## src/rtl/ip4_rtl_tlb.sv

```systemverilog
// ip4_rtl_tlb: fully-associative data TLB with 1-cycle lookup, refill port and flush engine
//   clk, rst_n                   clock, asynchronous active-low reset
//   req_*  / rsp_*               lookup request (AG stage) and registered response (TAG stage)
//   wr_*                         refill write, indexed or at the random replacement pointer
//   flush_en/all/tid, flush_busy per-thread or global invalidation, one entry per cycle
module ip4_rtl_tlb #(
  parameter int NUM_ENTRY  = 16,
  parameter int NUM_THREAD = 4,
  parameter int WID_VPN    = 20,
  parameter int WID_PFN    = 20,
  parameter int NUM_WIRED  = 2,
  localparam int TW = $clog2(NUM_THREAD),
  localparam int EW = $clog2(NUM_ENTRY)
) (
  input  logic               clk,
  input  logic               rst_n,
  input  logic               req_en,
  output logic               req_rdy,
  input  logic [WID_VPN-1:0] req_vpn,
  input  logic [TW-1:0]      req_tid,
  input  logic               req_k,
  input  logic               req_st,
  output logic               rsp_en,
  output logic               rsp_hit,
  output logic [WID_PFN-1:0] rsp_pfn,
  output logic               rsp_c,
  output logic [1:0]         rsp_exc,
  output logic [TW-1:0]      rsp_tid,
  input  logic               wr_en,
  input  logic               wr_rand,
  input  logic [EW-1:0]      wr_idx,
  input  logic [WID_VPN-1:0] wr_vpn,
  input  logic [WID_PFN-1:0] wr_pfn,
  input  logic [TW-1:0]      wr_tid,
  input  logic               wr_v,
  input  logic               wr_g,
  input  logic               wr_k,
  input  logic               wr_w,
  input  logic               wr_c,
  input  logic               flush_en,
  input  logic               flush_all,
  input  logic [TW-1:0]      flush_tid,
  output logic               flush_busy
);
  typedef enum logic {IDLE, FLUSH} state_t;
  state_t state;
  logic [NUM_ENTRY-1:0] entV, entG, entK, entW, entC, match;
  logic [TW-1:0] entTid [NUM_ENTRY];
  logic [WID_VPN-1:0] entVpn [NUM_ENTRY];
  logic [WID_PFN-1:0] entPfn [NUM_ENTRY];
  logic [EW-1:0] rPtr, fIdx, wrSel, hitIdx;
  logic [TW-1:0] fTid;
  logic fAll, wrGo, flushHit, hitAny, privFail, modFail, acc, okHit;
  logic [1:0] excNext;
  assign req_rdy  = ~flush_busy;
  assign acc      = req_en && req_rdy;
  assign wrGo     = wr_en && !flush_busy;
  assign wrSel    = wr_rand ? rPtr : wr_idx;
  assign flushHit = fAll || (!entG[fIdx] && entTid[fIdx] == fTid);
  // Only the valid bits need reset; tag/data are qualified by them.
  always_ff @(posedge clk or negedge rst_n)
    if (!rst_n) entV <= '0;
    else begin
      if (wrGo) entV[wrSel] <= wr_v;
      if (flush_busy && flushHit) entV[fIdx] <= 1'b0;
    end
  always_ff @(posedge clk)
    if (wrGo) begin
      entG[wrSel]   <= wr_g;
      entK[wrSel]   <= wr_k;
      entW[wrSel]   <= wr_w;
      entC[wrSel]   <= wr_c;
      entTid[wrSel] <= wr_tid;
      entVpn[wrSel] <= wr_vpn;
      entPfn[wrSel] <= wr_pfn;
    end
  // Replacement pointer cycles over the non-wired entries, freezing while it is consumed.
  always_ff @(posedge clk or negedge rst_n)
    if (!rst_n) rPtr <= EW'(NUM_WIRED);
    else if (!(wrGo && wr_rand)) rPtr <= (rPtr == EW'(NUM_ENTRY-1)) ? EW'(NUM_WIRED) : rPtr + 1'b1;
  always_ff @(posedge clk or negedge rst_n)
    if (!rst_n) begin
      state      <= IDLE;
      flush_busy <= 1'b0;
      fIdx       <= '0;
      fAll       <= 1'b0;
      fTid       <= '0;
    end else begin
      case (state)
        IDLE: if (flush_en) begin
          state      <= FLUSH;
          flush_busy <= 1'b1;
          fIdx       <= '0;
          fAll       <= flush_all;
          fTid       <= flush_tid;
        end
        FLUSH: begin
          fIdx <= fIdx + 1'b1;
          if (fIdx == EW'(NUM_ENTRY-1)) begin
            state      <= IDLE;
            flush_busy <= 1'b0;
          end
        end
      endcase
    end
  for (genvar i = 0; i < NUM_ENTRY; i++) begin : g_match
    assign match[i] = entV[i] && entVpn[i] == req_vpn && (entG[i] || entTid[i] == req_tid);
  end
  // Descending scan so the lowest matching index is the one left standing.
  always_comb begin
    hitAny = 1'b0;
    hitIdx = '0;
    for (int i = NUM_ENTRY-1; i >= 0; i--)
      if (match[i]) begin
        hitAny = 1'b1;
        hitIdx = EW'(i);
      end
  end
  assign privFail = entK[hitIdx] && !req_k;
  assign modFail  = req_st && !entW[hitIdx];
  assign okHit    = acc && hitAny && !privFail && !modFail;
  assign excNext  = !hitAny ? 2'd1 : privFail ? 2'd2 : modFail ? 2'd3 : 2'd0;
  always_ff @(posedge clk or negedge rst_n)
    if (!rst_n) begin
      rsp_en  <= 1'b0;
      rsp_hit <= 1'b0;
      rsp_pfn <= '0;
      rsp_c   <= 1'b0;
      rsp_exc <= 2'd0;
      rsp_tid <= '0;
    end else begin
      rsp_en  <= acc;
      rsp_hit <= okHit;
      rsp_pfn <= okHit ? entPfn[hitIdx] : '0;
      rsp_c   <= okHit && entC[hitIdx];
      rsp_exc <= acc ? excNext : 2'd0;
      rsp_tid <= acc ? req_tid : '0;
    end
endmodule

```

## config.mk

```make
export PLATFORM = sky130hd
export DESIGN_NAME = ip4_rtl_tlb
export DESIGN_NICKNAME = d
export VERILOG_FILES = /design/src/rtl/ip4_rtl_tlb.sv
export SDC_FILE = /design/constraint.sdc
export NUM_CORES = 1
export LEC_CHECK = 0
export CAP_MARGIN = 40
export CORE_ASPECT_RATIO = 1.25
export CORE_MARGIN = 2
export CORE_UTILIZATION = 40
export DETAILED_ROUTE_END_ITERATION = 8
export GPL_TIMING_DRIVEN = 0
export HOLD_SLACK_MARGIN = 0.12
export PLACE_DENSITY = 0.67
export SLEW_MARGIN = 20
export SYNTH_ARGS = -nofsm -noshare
export SYNTH_HDL_FRONTEND = slang
export SYNTH_SLANG_ARGS = --single-unit
export TNS_END_PERCENT = 30
```

## constraint.sdc

```tcl
create_clock -name clk -period 3.8 [get_ports clk]
set_input_delay 1.14 -clock clk [delete_from_list [all_inputs] [get_ports clk]]
set_output_delay 1.14 -clock clk [all_outputs]
set_load 0.02 [all_outputs]
```

==> flow_results.org, run 1 <==
** Clock tree
- Post-CTS clock slew at the launch and capture registers of the worst setup and hold paths :: 0.06 ns
- CTS tree :: built
- CTS Sinks :: 792
- The cell sitting at the root of the clock tree is a sky130_fd_sc_hd__clkbuf_16.
- Clk buf depth :: 3
- Clock latency on the worst-skew pair :: 0.66 ns
- CTS buffer count :: 80
- In this run the number of H-tree levels came out at 3.

** Timing
- In the finished design, the share of the clock period the worst path needs comes to 1.10.
- Top achievable clock speed :: roughly 240 MHz
- Worst-case hold slack :: around 0.39 ns
- Setup repair after global routing missed its margin :: yes
- Slew of the pin with the lowest slew margin :: 0.974 ns
- Final sum of negative setup slack :: -7.55 ns
- The worst pin sits at a relative slew slack of 0.351.
- Clk_skew :: ~0.044 ns
- Final count of hold timing violations :: 0
- Once routing completed, OpenROAD measured the worst setup slack at -0.374 ns.
- Setup violations remaining at the end of the flow were counted as 24.
- Final period demand of the worst path :: between 4 and 5 ns
- Count of pins over their slew limit :: 0

** Yosys
- For this run, the register share of the synthesized area comes to 0.691.
- In the synthesized netlist the async set-or-reset flop fraction comes to 0.0707.
- In this run, synthesis inferred 736 flip-flops with an integrated enable.
- Dividing the synthesized area by the synthesized cell count gives 15.5 um^2.
- After synthesis the netlist holds a flip-flop and latch count of 792.
- Netlist Area Pre-Place :: 34,000 um^2
- The number of nets handed over by synthesis was 2,288.
- For this run, the leading register cell type out of synthesis is sky130_fd_sc_hd__edfxtp_1.
- Number of distinct library cells after synthesis :: 80
- The cell count after synthesis came out at 2,199.
- Warnings from Yosys :: 0

** Critical path
- Worst path required time :: 4.35 ns
- Reg-to-Reg End :: rsp_pfn[15]
- The worst setup path is launched from an input port.
- Across all register-to-register paths, the minimum setup slack is -0.19 ns.
- Critical path launch point :: req_vpn[19]
- At the worst endpoint, the arrival time is ~4.7 ns.
- STA classifies the critical path endpoint as a register.
- Worst Reg-to-Reg Cells :: 14
- Along the worst path, the maximum fanout reaches 10.
- Startpoint of the most critical register-to-register path :: entVpn[7][0]
- Worst Setup Path Type :: in -> reg

** Power
- Power per cell area :: slightly below 500 nW/um^2
- Total power for the finished layout comes to 20.7 mW.
- Maximum vdd ir drop :: approximately 0.35 mV
- Leakage power :: about 14 nW

** Floorplanning
- Effective utilization at floorplan :: 0.403
- The die covers 87,400 um^2.
- Placeable Area :: about 84,000 um^2
- In this run the vertical extent of the chip is between 300 and 400 um.
- In this run the horizontal extent of the chip is 265 um.
- After floorplanning, the core was divided into 119 placement rows.
- 113 I/O pins were placed.

** Drt
- Post-route DRC violation count :: 0
- The detail route stage leaves a number of antenna-violating nets equal to 0.
- Iteration-0 DRC Markers :: about 1,800
- Drt pass-1 iters :: 5
- Post-detailed-routing wire length :: between 100 and 150 mm
- Dividing the detail-routed wire length by the instance count gives 28.3 um.
- Total number of vias :: between 20,000 and 25,000
- Vias per inst :: 5.75

** Placed design
- After detailed placement, the design holds a cell count of 3,428.
- Once detailed placement completed, the half-perimeter wirelength came to 69.8 mm.
- Port buffering added 90 buffers.
- Timing analysis after detailed placement gives a worst setup slack of -1.93 ns.
- Placed instance area :: approximately 38,000 um^2
- Final weighted congestion in routability-driven placement :: about 0.9

** Global routing
- The first global-routing pass estimated between 100 and 150 mm of wire.
- Antenna violations before repair :: 3
- Maximum number of pins on one net before global-route repair :: 36
- Via count of the first global-routing pass :: 21,245
- For this run the aggregate overflow at the end of global routing stands at 0.
- Across every metal layer, demand over resource in global routing totals 0.231.

** Outcome
- The final reports fail on negative setup slack.
- The flow ran to the end, but the final reports show violations.

** Finish
- The library cell used most frequently in the layout, excluding fill and tap cells, is sky130_fd_sc_hd__edfxtp_1.
- Layout Cells excl Fill :: between 3,000 and 4,000
- Relative to the synthesized area, the layout overhead comes to 26.1%.
- In the final layout, the share of cells above drive strength 1 is 0.246.
- Post-route core utilization :: 0.509
- Highest-count cells in the layout ignoring fill and taps :: sky130_fd_sc_hd__edfxtp_1 (736), sky130_fd_sc_hd__xnor2_1 (218), sky130_fd_sc_hd__nand4_1 (125), sky130_fd_sc_hd__nor2_1 (114), sky130_fd_sc_hd__mux2i_1 (110)
- After the last flow step, the layout net total stands at approximately 2,600.
- Once layout is done, the placed cells without fillers occupy approximately 43,000 um^2.

** Min path
- The tightest min-delay check is of the in -> async type.

** Job
- Maxcap violations :: 0
-- cells by family after synthesis --
logic type / Yosys count / synth area share
AOI/OAI and AO/OA: 224 / 0.0492
xor gates and xnor gates: 355 / 0.0915
adders and majority gates: 5 / 0.00184
buffers and inverters: 119 / 0.0171
DFF: 792 / 0.691
muxes: 216 / 0.0726
and+or+nand+nor: 488 / 0.0764
-- synthesized netlist by cell type (all sizes together) (11+ instances only) --
master / n / area share
mux2i: 110 / 0.032
xnor2: 294 / 0.076
inv: 11 / 0.0012
nor3: 16 / 0.0024
a211o: 22 / 0.0057
nor4: 40 / 0.0078
mux4: 15 / 0.0099
buf: 75 / 0.012
nand2: 78 / 0.0087
or3: 11 / 0.0020
nand4: 125 / 0.023
a211oi: 69 / 0.016
nand3: 19 / 0.0028
nor2: 131 / 0.014
o311a: 22 / 0.0065
mux2: 91 / 0.030
edfxtp: 736 / 0.65
clkbuf: 33 / 0.0036
a21oi: 56 / 0.0082
xor2: 61 / 0.016
and2: 14 / 0.0026
dfrtp: 55 / 0.040
-- what timing repair did --
item                                    CTS  global route
resized for setup                       226            74
setup buffers                            33            23
hold buffers                              0             0
pin swaps                                46            32
cloned                                    1             4
endpoints found under the setup margin   24            40
-- sequential cells by signal, indices dropped and copies added, names as in the netlist, 2 cells and up --
register / count
entC: 16
entG: 16
entK: 16
entPfn: 320
entTid: 32
entV: 16
entVpn: 320
entW: 16
fIdx: 4
fTid: 2
rPtr: 4
rsp_exc: 2
rsp_pfn: 20
rsp_tid: 2
-- worst max path at each step --
stage | to | slack (ns) | cells past startpoint
finish | rsp_pfn[15] | -0.37 | 17
global route | rsp_pfn[16] | -0.45 | 17
CTS | rsp_pfn[16] | -0.22 | 15
detailed placement | rsp_pfn[16] | -1.93 | 14
global placement | entV[13] | -3.59 | 7
floorplan | rsp_pfn[0] | -0.44 | 14
-- where the power goes --
part | internal, mW | switching [mW]
registers | 9.96 | 0.326
logic | 0.992 | 1.41
clock network | 4.48 | 3.49
-- per-layer routing --
layer | track usage | vias to the layer above | share of wire
met4 | 0.121 | 6 | 0.055
li1 | - | 9054 | -
met5 | 0 | - | 0.00037
met1 | 0.272 | 10697 | 0.37
met2 | 0.412 | 943 | 0.51
met3 | 0.0341 | 241 | 0.068
-- area by class of cell --
class	count	area, um^2
Clock inverter	57	568
Fill cell	6797	41400
Multi-Input combinational cell	1288	11600
Sequential cell	792	23500
Tap cell	1089	1360
Buffer	108	1180
Timing Repair Buffer	204	2560
Inverter	11	41.3
Antenna cell	1	2.50
Clock buffer	92	2090
-- worst max-delay path, cell delays in order --
cell                        delay, ns
sky130_fd_sc_hd__buf_8           0.13
sky130_fd_sc_hd__buf_12          0.16
sky130_fd_sc_hd__xnor2_1         0.28
sky130_fd_sc_hd__nand4_1         0.20
sky130_fd_sc_hd__nor4_4          0.30
sky130_fd_sc_hd__nand3_2         0.12
sky130_fd_sc_hd__buf_6           0.15
sky130_fd_sc_hd__and3_4          0.18
sky130_fd_sc_hd__a211o_4         0.36
sky130_fd_sc_hd__nand2_4         0.10
sky130_fd_sc_hd__mux2_4          0.31
sky130_fd_sc_hd__a2111oi_4       0.43
sky130_fd_sc_hd__a31oi_4         0.09
sky130_fd_sc_hd__a211oi_4        0.23
sky130_fd_sc_hd__buf_12          0.18
sky130_fd_sc_hd__buf_8           0.14
sky130_fd_sc_hd__o311a_4         0.19
No activity file was read; power rests on OpenSTA's default activity.
==> run 2: changes to the inputs <==
--- a/config.mk
+++ b/config.mk
@@ -5,7 +5,6 @@
 export SDC_FILE = /design/constraint.sdc
 export NUM_CORES = 1
 export LEC_CHECK = 0
-export CAP_MARGIN = 40
 export CORE_ASPECT_RATIO = 1.25
 export CORE_MARGIN = 2
 export CORE_UTILIZATION = 40
==> flow_results.org, run 2 (synthesis gave the netlist of run 1 again) <==
** Finish
- The layout has 6,853 filler cells.
- Compared with the post-synthesis result, the final layout area differs by 24.7%.
- The number of antenna diodes in the final layout is 0.
- Proportion of layout cells with a drive suffix above 1 :: 0.238
- The library cells used most frequently in the layout, excluding fill and tap cells, are sky130_fd_sc_hd__edfxtp_1 (736), sky130_fd_sc_hd__xnor2_1 (219), sky130_fd_sc_hd__nand4_1 (125), sky130_fd_sc_hd__nor2_1 (114), sky130_fd_sc_hd__mux2i_1 (109).
- In the final layout, the registers with the most flip-flops are entPfn (320), entVpn (320), entTid (32).
- Most common cell after layout, fill and taps aside :: sky130_fd_sc_hd__edfxtp_1
- The final layout contains 2,556 nets.

** Critical path
- For the worst setup path, the data arrival time is 4.72 ns.
- Cell type with the highest occurrence count on the critical path :: sky130_fd_sc_hd__buf_6
- Worst Setup Path Type :: in -> reg
- Traced cell by cell, the critical path runs through buf_8, buf_12, xnor2_2, nand4_1, nor4_4, nand3_2, buf_6, and3_4, a211o_4, buf_6, a21bo_1, nor4bb_4, a2111oi_4, a31oi_4, a211oi_4, buf_6, buf_8, o311a_4.
- Worst path required time :: 4.36 ns
- Longest individual stage delay on the worst path :: between 0.3 and 0.4 ns
- Number of buffers and inverters on the critical path :: 6
- Of all nets on the critical path, the largest fanout is 10.
- The largest individual stage delay along the critical path comes from the cell sky130_fd_sc_hd__nor4_4.
- Crit. End Element :: register
- Startpoint type of the worst setup path :: input port
- Kind of cell adding the most delay to the critical path :: compound AO/OA/AOI/OAI gates

** Floorplanning
- Vertical die dimension :: between 300 and 400 um
- Placeable Area :: between 80,000 and 90,000 um^2
- Die ar. :: ~87,000 um^2
- The initialized floorplan defines 119 standard-cell rows.
- Top Ports :: roughly 110
- For this configuration, the core starts out at a cell density of 0.403.
- From left edge to right edge, the die measures 265 um.

** Timing
- The number of hold-slack violations in the final timing report is 0.
- The final number of max-transition violations was 0.
- Setup violations remaining at the end of the flow were counted as 24.
- Once routing completed, OpenROAD measured the worst setup slack at -0.366 ns.
- In the finished design, the share of the clock period the worst path needs comes to 1.10.
- Final period demand of the worst path :: approximately 4.2 ns
- Clk_skew :: 0.0413 ns
- The worst pin sits at a relative slew slack of 0.223.
- For the pin with the worst max-slew slack, the measured transition is 1.16 ns.
- Based on the critical path, the design can be clocked at up to 240 MHz.
- Setup repair after global routing missed its margin :: yes

** Global routing
- Total gr overflow :: 0
- Across every metal layer, demand over resource in global routing totals 0.232.
- Via count of the first global-routing pass :: ~21,000
- The first global-routing pass estimated 145 mm of wire.
- The initial antenna violation count is 5.
- Maximum number of pins on one net before global-route repair :: 36

** Drt
- Number of routed nets with antenna violations :: 0
- Total number of vias :: 20,815
- In this run, the number of DRC markers left after iteration 0 of detailed routing was between 1,500 and 2,000.
- The first detailed-routing pass took 7 iterations.
- Post-detailed-routing wire length :: 103 mm
- In the routed design, unresolved DRC markers number 0.
- In the final routed layout, each cell accounts on average for 28.4 um.
- Vias per inst :: 5.75

** Placed design
- At the end of routability-driven placement, the weighted congestion stood at approximately 0.9.
- Prior to clock tree synthesis, the placed netlist has a worst setup slack of -1.91 ns.
- Buffers placed on the I/O ports in this run total 90.
- HPWL after DPL :: between 60 and 70 mm

** Outcome
- The final reports fail on negative setup slack.
- Status :: finished, violations left

** Power
- For this design the static power due to leakage is 13.8 nW.
- PnR Total Power :: about 21 mW
- Power per cell area :: 487 nW/um^2
- The worst-case IR drop observed on VDD is 0.372 mV.

** Clock tree
- Clk buf depth :: 3
- After clock tree synthesis, the clock-pin slew on the worst setup and hold paths is 0.06 ns.
- The tree built by TritonCTS fans out to 792 sinks.
- TritonCTS built the clock tree.
- CTS buffer count :: 80
- The H-tree generated during clock tree synthesis spans 3 levels.
- For the worst-skew pair, the clock arrives at the later sink with an insertion delay of 0.66 ns.
- Clk root buf :: sky130_fd_sc_hd__clkbuf_16

** Job
- The tool flagged a number of max-cap violations equal to 0.

** Min path
- The tightest min-delay check is of the in -> async type.
-- run 2: cell count changes in the layout (fill, tap and decap cells not counted), moves of 7 or more --
| cell | change |
|---|---|
| sky130_fd_sc_hd__xnor2_4 | -11 |
| sky130_fd_sc_hd__xnor2_2 | +10 |
| sky130_fd_sc_hd__clkbuf_8 | +8 |
| sky130_fd_sc_hd__clkinv_2 | -12 |
| sky130_fd_sc_hd__clkbuf_1 | +7 |
| sky130_fd_sc_hd__buf_8 | -14 |
-- run 2: what timing repair did --
| item | in CTS | in global routing |
|---|---|---|
| pin swaps | 33 | 20 |
| endpoints found under the setup margin | 24 | 40 |
| hold buffers | 0 | 0 |
| buffers inserted | 35 | 21 |
| gates resized for setup | 211 | 69 |
| cloned | 1 | 4 |
-- run 2: worst reg2reg max path, delay by kind of cell, from the launching register on --
kind / cells / cell delay (ns)
compound gates: 5 / 1.32
simple gates: 5 / 1.25
buf+inv: 4 / 0.63
flops: 1 / 0.45
xor+xnor: 1 / 0.22
-- run 2: layout make-up --
cell class              instances  area, um^2  area share
plain buffers                 108        1160      0.0274
clock buffers                 112        2240      0.0529
clock inverters                36         424      0.0100
inverters                      11        41.3    0.000974
multi-input cells            1288       11400       0.268
flip-flops and latches        792       23500       0.554
well taps                    1089        1360      0.0321
repair buffers                186        2280      0.0538
-- run 2: worst paths after layout --
check,startpoint,to,slack [ns],cells past startpoint
setup / recovery,req_vpn[0],rsp_pfn[17],-0.37,18
hold / removal,rst_n,rsp_pfn[8],0.38,1
setup reg to reg,entVpn[11][12],rsp_pfn[17],-0.17,15
hold reg to reg,rPtr[2],rPtr[2],0.55,1
max in group asynchronous,rst_n,fIdx[0],2.86,2
min in group clk,rPtr[2],rPtr[2],0.55,1
-- run 2: metal layers --
layer  vias up  share of wire  track usage
met5         -        0.00041            0
li1       9006              -            -
met1     10626           0.37        0.273
met3       245          0.064       0.0355
met4         6          0.051        0.109
met2       932           0.52        0.417
-- run 2: power by group --
part           internal, mW  leakage [nW]  switching [mW]  total (mW)
clock network          4.57          1.29            3.43        8.00
registers              9.96          7.37           0.323        10.3
logic                 0.943          5.18            1.39        2.34
total                  15.5          13.8            5.15        20.6
-- run 2: per-stage QoR --
| stage | TNS, ns | area, um^2 | utilization | hold WS (ns) | std cells |
|---|---|---|---|---|---|
| final | -7.75 | 42400 | 0.503 | 0.382 | 3622 |
| after global routing | -12.18 | 42400 | 0.503 | 0.395 | 3622 |
| after CTS | -4.33 | 41700 | 0.495 | 0.381 | 3597 |
| after detailed placement | -158.82 | 37700 | 0.448 | 0.528 | 3413 |
| after global placement | -1959.12 | 36800 | 0.436 | 0.494 | 3378 |
| after floorplan | -153.47 | 34500 | - | 0.473 | 2199 |
==> run 3: changes to the inputs <==
--- a/config.mk
+++ b/config.mk
@@ -12,6 +12,7 @@
 export GPL_TIMING_DRIVEN = 0
 export HOLD_SLACK_MARGIN = 0.12
 export PLACE_DENSITY = 0.67
+export RECOVER_POWER = 25
 export SLEW_MARGIN = 20
 export SYNTH_ARGS = -nofsm -noshare
 export SYNTH_HDL_FRONTEND = slang
==> flow_results.org, run 3 (synthesis gave the netlist of run 1 again) <==
** Clock tree
- CTS Sinks :: 792
- Clk root buf :: sky130_fd_sc_hd__clkbuf_16
- Buffers inserted during clock tree synthesis total 80.
- For the worst-skew pair, the clock arrives at the later sink with an insertion delay of 0.66 ns.
- Hold-fix buffer count after cts :: 0
- The longest clock path from root to sink contains 3 buffers.
- Clock-pin slew was measured on the worst setup and hold paths at 0.06 ns.
- In this run the number of H-tree levels came out at 3.
- TritonCTS built the clock tree.

** Finish
- The finished cells cover between 40,000 and 50,000 um^2.
- Post-route core utilization :: 0.503
- Layout Cells excl Fill :: between 3,000 and 4,000
- The library cell used most frequently in the layout, excluding fill and tap cells, is sky130_fd_sc_hd__edfxtp_1.
- After the last flow step, the layout net total stands at 2,556.
- Biggest regs :: entPfn (320), entVpn (320), entTid (32)
- Of the cells placed in the final design, the portion with a size suffix greater than 1 is 0.234.
- Compared with the post-synthesis result, the final layout area differs by 24.7%.
- Highest-count cells in the layout ignoring fill and taps :: sky130_fd_sc_hd__edfxtp_1 (736), sky130_fd_sc_hd__xnor2_1 (219), sky130_fd_sc_hd__nand4_1 (125), sky130_fd_sc_hd__nor2_1 (114), sky130_fd_sc_hd__mux2i_1 (109)

** Timing
- On the final layout, the worst hold slack is 0.558 ns.
- For the final database, setup skew stands at 0.0426 ns.
- Count of pins over their slew limit :: 87
- The number of hold-slack violations in the final timing report came to 0.
- For the finished layout, the period the worst path requires is approximately 4.2 ns.
- For this run, the top clock speed supported by timing is about 240 MHz.
- Dividing the final minimum period by the clock period gives 1.10.
- Setup total negative slack on the finished layout was measured at -7.63 ns.
- Across all setup checks in the final design, the least slack found is -0.377 ns.
- Slew of the pin with the lowest slew margin :: 1.80 ns
- In this run the tightest slew margin relative to its limit is -0.202.
- # setup viols final :: 24
- Setup repair after global routing missed its margin :: yes

** Critical path
- Walking the worst path, the cells encountered are buf_8, buf_12, xnor2_2, nand4_1, nor4_4, nand3_2, buf_6, and3_4, a211o_4, nand2_4, buf_2, buf_2, clkbuf_2, nor2_1, a211oi_1, o311a_4.
- Cell at the slowest stage of the critical path :: sky130_fd_sc_hd__a211oi_1
- Number of buffers and inverters on the critical path :: 6
- Crit. End Element :: register
- The critical path crosses 16 cells after its start point.
- Cell type with the highest occurrence count on the critical path :: sky130_fd_sc_hd__buf_2
- Longest individual stage delay on the worst path :: ~0.4 ns
- Worst Reg-to-Reg Cells :: 13
- Slack of the worst reg-to-reg path :: -0.17 ns
- At the worst endpoint, the required time is 4.36 ns.
- In this run the critical register-to-register path is launched from entVpn[15][4].
- Worst Setup Path Type :: in -> reg
- In this run the critical register-to-register path is captured at rsp_pfn[13].
- Broken down by cell family, the worst path's largest delay share belongs to buffers and inverters.
- Startpoint type of the worst setup path :: input port
- Signal arrival time at the worst endpoint :: 4.74 ns
- Of all nets on the critical path, the largest fanout is 10.

** Floorplanning
- Effective utilization at floorplan :: 0.403
- Die X-Extent :: 265 um
- Standard-cell rows :: approximately 120
- Top Ports :: 113
- The die covers ~87,000 um^2.
- The core region is ~84,000 um^2.
- Vertical die dimension :: 330 um

** Power
- Power comes to about 21 mW.
- In this run the static leakage power is roughly 14 nW.
- Power per cell area :: 487 nW/um^2
- Across the VDD grid, the largest voltage drop is 0.374 mV.

** Drt
- In this run the remaining antenna-violating nets after routing total 0.
- Drt pass-1 iters :: 5
- Total number of vias :: between 20,000 and 25,000
- In the routed design, unresolved DRC markers number 0.
- The final layout contains routed wiring with a total length of 103 mm.
- Iteration-0 DRC Markers :: roughly 1,800
- Vias per inst :: 5.74
- Mean routed wirelength per cell :: 28.4 um

** Global routing
- Total gr overflow :: 0
- The initial antenna violation count was 8.
- Via count of the first global-routing pass :: 21,152
- The first global-routing pass estimated 145 mm of wire.
- Global Route Usage Sum :: 0.232
- Maximum number of pins on one net before global-route repair :: 36

** Min path
- Hold Path End :: rPtr[2]
- Origin of the worst min-delay path :: rPtr[2]
- Min-Delay Path Class :: reg -> reg
- Hold-critical path depth :: 1

** Placed design
- Summed over all nets, the half-perimeter wirelength after detailed placement is 68.1 mm.
- The count of buffers added on input and output ports is 90.
- Placed instance area :: 37,700 um^2
- The congestion estimate from routability-driven global placement came to ~0.92.
- Prior to clock tree synthesis, the placed netlist has a worst setup slack of -1.91 ns.
- Dpl cells :: 3,413

** Outcome
- The final reports fail on max-capacitance violations, max-slew violations, negative setup slack.
- Status :: finished, violations left

** Job
- Maxcap violations :: 5
[run 3: final cells by class]
class	instances	area, um^2
multi-input combinational	1288	11400
timing repair buffer	186	2260
inverter	11	41.3
buffer	108	1160
clock buffer	112	2240
sequential	792	23500
antenna	1	2.50
tap	1089	1360
clock inverter	36	424
fill	6858	41900
[run 3: worst max-delay path by stage]
stage                startpoint     endpoint  slack [ns]
floorplan            req_vpn[8]   rsp_pfn[0]       -0.44
global placement          wr_en     entV[13]       -3.59
detailed placement   req_tid[0]  rsp_pfn[16]       -1.91
CTS                 req_vpn[17]  rsp_pfn[17]       -0.22
global route         req_vpn[8]  rsp_pfn[16]       -0.45
finish               req_vpn[0]  rsp_pfn[13]       -0.38
[run 3: routing by layer]
metal,up-vias,part of all wire,GRT usage,wire [um]
met2,949,0.52,0.417,53100
li1,9013,-,-,-
met3,241,0.064,0.0355,6540
met1,10580,0.37,0.273,37700
met5,-,0.00054,0,56
met4,8,0.052,0.109,5320
[run 3: repair_timing]
| item | CTS | global route |
|---|---|---|
| resized for setup | 211 | 69 |
| pin swaps | 33 | 20 |
| setup endpoints to repair | 24 | 40 |
| buffers inserted | 35 | 21 |
| gates cloned | 1 | 4 |
[run 3: report_power, final]
group / total [mW] / internal (mW) / switching (mW)
combinational: 2.33 / 0.936 / 1.39
clock: 8.01 / 4.57 / 3.44
sequential: 10.3 / 9.96 / 0.324
total: 20.6 / 15.5 / 5.16
